$ cat config.mk
export PLATFORM = sky130hd
export DESIGN_NAME = sync_set_clear_bank
export DESIGN_NICKNAME = d
export VERILOG_FILES = /design/src/rtl/sync_bank_pkg.sv /design/src/rtl/sync_set_clear_reg.sv /design/src/rtl/sync_set_clear_bank.sv
export SDC_FILE = /design/constraint.sdc
export NUM_CORES = 1
export LEC_CHECK = 0
export BUFFER_PORTS_ARGS = -buffer_cell sky130_fd_sc_hd__buf_2
export CORE_ASPECT_RATIO = 0.5
export CORE_MARGIN = 1
export CORE_UTILIZATION = 30
export CTS_CLUSTER_DIAMETER = 40
export DETAILED_ROUTE_END_ITERATION = 7
export GPL_TIMING_DRIVEN = 1
export HOLD_SLACK_MARGIN = 0.05
export RECOVER_POWER = 25
export SYNTH_ARGS = -nofsm -noshare
export SYNTH_HDL_FRONTEND = slang
export SYNTH_SLANG_ARGS = --single-unit
$ cat constraint.sdc
create_clock -name clock -period 3.5 [get_ports clock]
set_input_delay 0.35 -clock clock [delete_from_list [all_inputs] [get_ports clock]]
set_output_delay 0.35 -clock clock [all_outputs]
set_load 0.02 [all_outputs]
$ cat src/rtl/sync_bank_pkg.sv
// Shared types and helpers for the synchronous set/clear register bank.
// Holds the control FSM state type and the hold-off counter width function.
package sync_bank_pkg;

    typedef enum logic [1:0] {
        RESET = 2'd0,
        HOLD  = 2'd1,
        RUN   = 2'd2
    } state_t;

    // Counter must hold values up to HOLD_CYCLES and never collapse to zero width.
    function automatic int cnt_width(input int hold_cycles);
        int w;
        w = $clog2(hold_cycles + 1);
        if (w < 1) begin
            return 1;
        end else begin
            return w;
        end
    endfunction

endpackage

$ cat src/rtl/sync_set_clear_reg.sv
// One channel register: synchronous global clear, then clear > preset > load > hold
// while enabled, plus a registered flag marking a change of value.
module sync_set_clear_reg
    import sync_bank_pkg::*;
#(
    parameter int               WIDTH        = 8,
    parameter logic [WIDTH-1:0] CLEAR_VALUE  = {WIDTH{1'b0}},
    parameter logic [WIDTH-1:0] PRESET_VALUE = {WIDTH{1'b1}}
) (
    input  logic             clock,
    input  logic             clear,
    input  logic             enable,
    input  logic             ch_clear,
    input  logic             ch_preset,
    input  logic             ch_load,
    input  logic [WIDTH-1:0] data,
    output logic [WIDTH-1:0] q,
    output logic             changed
);

    logic [WIDTH-1:0] q_r;
    logic [WIDTH-1:0] q_next_s;
    logic             changed_r;

    // Per-channel command priority, applied only while the bank is running.
    always_comb begin
        q_next_s = q_r;
        if (enable) begin
            if (ch_clear) begin
                q_next_s = CLEAR_VALUE;
            end else if (ch_preset) begin
                q_next_s = PRESET_VALUE;
            end else if (ch_load) begin
                q_next_s = data;
            end else begin
                q_next_s = q_r;
            end
        end else begin
            q_next_s = q_r;
        end
    end

    // Value register and change flag; global clear overrides every command.
    always_ff @(posedge clock) begin
        if (clear) begin
            q_r       <= CLEAR_VALUE;
            changed_r <= (q_r != CLEAR_VALUE);
        end else begin
            q_r       <= q_next_s;
            changed_r <= (q_next_s != q_r);
        end
    end

    assign q       = q_r;
    assign changed = changed_r;

endmodule

$ cat src/rtl/sync_set_clear_bank.sv
// Bank of CHANNELS clear/preset/load registers behind a reset -> hold-off -> run
// control FSM; channel commands take effect only once ready is already high.
module sync_set_clear_bank
    import sync_bank_pkg::*;
#(
    parameter int               WIDTH        = 8,
    parameter int               CHANNELS     = 4,
    parameter int               HOLD_CYCLES  = 4,
    parameter logic [WIDTH-1:0] CLEAR_VALUE  = {WIDTH{1'b0}},
    parameter logic [WIDTH-1:0] PRESET_VALUE = {WIDTH{1'b1}}
) (
    input  logic                      clock,
    input  logic                      clear,
    input  logic [CHANNELS-1:0]       ch_clear,
    input  logic [CHANNELS-1:0]       ch_preset,
    input  logic [CHANNELS-1:0]       ch_load,
    input  logic [CHANNELS*WIDTH-1:0] data,
    output logic [CHANNELS*WIDTH-1:0] q,
    output logic [CHANNELS-1:0]       changed,
    output logic                      ready
);

    localparam int               CNT_W       = cnt_width(HOLD_CYCLES);
    localparam logic [CNT_W-1:0] HOLD_LAST   = CNT_W'((HOLD_CYCLES > 0) ? (HOLD_CYCLES - 1) : 0);
    localparam state_t           AFTER_RESET = (HOLD_CYCLES == 0) ? RUN : HOLD;

    state_t           state_r;
    state_t           state_next_s;
    logic [CNT_W-1:0] cnt_r;
    logic [CNT_W-1:0] cnt_next_s;
    logic             ready_r;
    logic             accept_s;

    // Next-state and hold-off counter logic.
    always_comb begin
        state_next_s = state_r;
        cnt_next_s   = cnt_r;
        case (state_r)
            RESET: begin
                state_next_s = AFTER_RESET;
                cnt_next_s   = {CNT_W{1'b0}};
            end
            HOLD: begin
                cnt_next_s = cnt_r + CNT_W'(1);
                if (cnt_r == HOLD_LAST) begin
                    state_next_s = RUN;
                end else begin
                    state_next_s = HOLD;
                end
            end
            RUN: begin
                state_next_s = RUN;
            end
            default: begin
                state_next_s = RESET;
                cnt_next_s   = {CNT_W{1'b0}};
            end
        endcase
    end

    // State, counter and ready registers; clear has absolute priority.
    always_ff @(posedge clock) begin
        if (clear) begin
            state_r <= RESET;
            cnt_r   <= {CNT_W{1'b0}};
            ready_r <= 1'b0;
        end else begin
            state_r <= state_next_s;
            cnt_r   <= cnt_next_s;
            ready_r <= (state_next_s == RUN);
        end
    end

    // Commands are honoured only on edges where ready is already visible.
    assign accept_s = ready_r;
    assign ready    = ready_r;

    for (genvar i = 0; i < CHANNELS; i++) begin : g_chan
        sync_set_clear_reg #(
            .WIDTH       (WIDTH),
            .CLEAR_VALUE (CLEAR_VALUE),
            .PRESET_VALUE(PRESET_VALUE)
        ) u_reg (
            .clock    (clock),
            .clear    (clear),
            .enable   (accept_s),
            .ch_clear (ch_clear[i]),
            .ch_preset(ch_preset[i]),
            .ch_load  (ch_load[i]),
            .data     (data[i*WIDTH +: WIDTH]),
            .q        (q[i*WIDTH +: WIDTH]),
            .changed  (changed[i])
        );
    end

endmodule

==> results.md <==
- Status: finished, final reports clean
- Cells after Synth: 341
- CTS Sinks: 42
- Post_cts resized: 0
- Sw Share: 0.240
- Final HPWL DP: 5460 µm
- Lkg Pwr: 1.40 nW
- Cells on Worst Hold Path: 3
- Synth Area in Simple Gates: 0.213
- Most common library cell in the layout ignoring fill and taps: buf_2
- Initial antenna violation count: 0
- Die width: 136 µm
- DRC viols: 0
- Post-synth ARST share: 0
- Yosys reg bits: 42
- Worst min-delay path startpoint: data[28]
- Root buf cell: clkbuf_16
- Synth top area share: 0.314
- First drt pass iteration count: 4
- Seq/Total Area, Yosys: 0.314
- Pint: 0.000817 W
- Met1 GRT Util: 0.236
- Multiplexer area fraction after synthesis: 0
- Most crowded layer after global routing: met2
- Via/cell ratio: 5.43
- XOR/XNOR Fraction of Synth Area: 0
- CTS Buffer Depth: 2
- Maximum VDD drop: 156 µV
- Clock Skew: 0.00424 ns
- Synth Area in Adders: 0.00935
- Largest net degree at the start of global routing: 39
- FF-to-FF End: g_chan[3].u_reg.changed
- Wire length per cell: 14.5 µm
- Pwr Density: 333 nW/µm²
- RSZ-0062 raised after global routing: no
- Max_cap viols: 0
- Synth warn: 0
- Total power: 0.00107 W
- CP arrival: 2.37 ns
- Most frequent cells in the layout: buf_2 (73), a21oi_1 (49), dfxtp_1 (42)
- CORE AREA: 8320 µm²
- Fmax: 461 MHz
- Clk pin slew, worst setup/hold paths: 0.06 ns
- Routed Antenna Nets: 0
- Gr ovfl total: 0
- Worst slack, placed: 1.49 ns
- Setup CP Type: flip-flop to flip-flop
- Area delta synth->final: 20.7%
- P_sw: 0.000258 W
- DRT iter0 DRCs: 197
- Startpoint Class: flip-flop
- First-pass GRT wire length: 12,300 µm
- Most common flop cell mapped by yosys: dfxtp_1
- CTS tree: done
- Final Critical Period: 2.17 ns
- CP Capture Type: flip-flop
- Worst-Margin Slew: 0.760 ns
- Layout cell share with drive strength beyond 1: 0.222
- Setup Viol. Count Final: 0
- Fill count: 879
- Hold endpoint: g_chan[3].u_reg.q[4]
- Sequential share of power: 0.456
- Avg Inst Size Synth: 7.84 µm²
- Num CTS Buffers: 5
- Final setup margin: 1.33 ns
- Type of the worst min-delay path: primary input to flip-flop
- Comb power frac: 0.129
- Port bufs: 82
- Post-Synthesis Net Count: 389
- Initial Utilization: 0.322
- Hold_buf cts: 0
- Tot GR Track Use: 0.168
- # rows: 23
- Clock share of power: 0.415
- Reg2Reg Setup Slack: 1.33 ns
- Final WL: 7500 µm
- Post-CTS Setup Repair Bufs: 0
- Post-synthesis compound-gate area fraction: 0.397
- Setup tns final: 0 ns
- Top cells by area, synth: dfxtp_1 (31%), a21oi_1 (9.2%), o21ai_0 (6.5%), nor3b_1 (4.5%), o22ai_1 (3.7%)
- Gpl congestion: 0.836
- Met3 GRT Util: 0.0373
- Worst R2R Start: ready
- Nets: 454
- Slew Viols, Final: 0
- Period utilization: 0.620
- Rel. slew slack: 0.492
- Cell taking the most area after synthesis: dfxtp_1
- Skew-Pair Late Insertion Delay: 0.28 ns
- Crit path max fanout: 38
- Met2 Use GR: 0.261
- Die height: 68.8 µm
- Diodes inserted: 0
- Largest family of logic cells by synthesized area: compound AO/OA/AOI/OAI gates
- Yosys cell types: 55
- Vias in the first global route: 2,537
- H-tree depth: 2
- Die area: 9320 µm²
- Worst Reg-to-Reg Cells: 6
- Post-synth EDFFs: 0
- I/O pin cnt: 83
- Cell Area, Synth: 2680 µm²
- Final hold viol count: 0
- Via Count: 2,808
- Critical Path RT: 3.70 ns
==> worst max-delay path by stage <==
stage               startpoint                       to  slack (ns)
finish                   ready  g_chan[3].u_reg.changed        1.33
global route             ready  g_chan[0].u_reg.changed        1.05
CTS                      ready  g_chan[0].u_reg.changed        1.62
detailed placement  ch_load[2]  g_chan[2].u_reg.changed        1.49
global placement    ch_load[2]  g_chan[2].u_reg.changed        1.54
floorplan                ready  g_chan[2].u_reg.changed        1.73
==> metal layers <==
metal | vias up | routed length, µm
li1 | 1420 | -
met1 | 1302 | 3920
met2 | 84 | 3090
met3 | 2 | 445
met4 | 0 | 42
met5 | - | 0
==> power groups by stage <==
| stage | Combinational [W] | Sequential [W] | Clock (W) |
|---|---|---|---|
| 2_1_floorplan | 0.0000877 | 0.000500 | 0 |
| 3_3_place_gp | 0.000139 | 0.000500 | 0 |
| 3_5_place_dp | 0.000138 | 0.000500 | 0 |
| 4_1_cts | 0.000139 | 0.000489 | 0.000465 |
| 5_1_grt | 0.000155 | 0.000490 | 0.000487 |
| 6_report | 0.000139 | 0.000490 | 0.000446 |
==> per-stage QoR <==
stage,hold WS (ns),std cells,area (µm²),util
2_1_floorplan,0.422,341,2680,-
3_3_place_gp,0.442,511,3100,0.373
3_5_place_dp,0.455,511,3100,0.373
4_1_cts,0.334,517,3240,0.390
5_1_grt,0.365,517,3230,0.388
6_report,0.341,517,3230,0.388
==> final cells by class <==
type / count / area [µm²] / share of cell area
flip-flops and latches: 42 / 841 / 0.260
multi-input cells: 263 / 1660 / 0.513
well taps: 112 / 140 / 0.0434
inverters: 10 / 37.5 / 0.0116
repair buffers: 84 / 414 / 0.128
clock buffers: 6 / 139 / 0.0430
==> flip-flops by register name, summed over array words and instances, names as in the netlist <==
register and flops:
cnt_r 3, g_chan.u_reg.changed 4, g_chan.u_reg.q 32, ready 1, state_r 2
==> kinds of logic (layout without fill, tap and decap cells) <==
kind of cell / Yosys count / in the layout
adders and majority gates: 2 / 2
DFF: 42 / 42
buffers and inverters: 36 / 100
and+or+nand+nor: 98 / 98
AOI/OAI and AO/OA: 163 / 163
==> critical path, cell delays in order (launching register included) <==
cell	delay, ns
dfxtp_1	0.81
buf_4	0.47
nand2b_1	0.11
o21ai_0	0.25
a221o_1	0.22
a211oi_1	0.06
a21oi_1	0.17
==> synth_stat cells, types with 2 or more instances <==
master     n
or3_2      2
a32o_1     3
nor2b_1    6
nand2_1   13
a211o_1    2
o211ai_1   6
buf_6      2
a21oi_1   49
o211a_1    9
buf_2      6
a22o_1     3
nor3b_1   16
o21bai_1  12
dfxtp_1   42
or3_1      4
nor3_1     5
o311ai_0   2
ha_1       2
a211oi_1   3
nor2_1    23
nor4_1     4
o21ai_0   35
o2111a_1   2
clkbuf_1  12
o21a_1     9
buf_4      5
inv_1      9
o22ai_1   16
nand2b_1  11
or4_1      3
(Power assumes the default switching activity.)
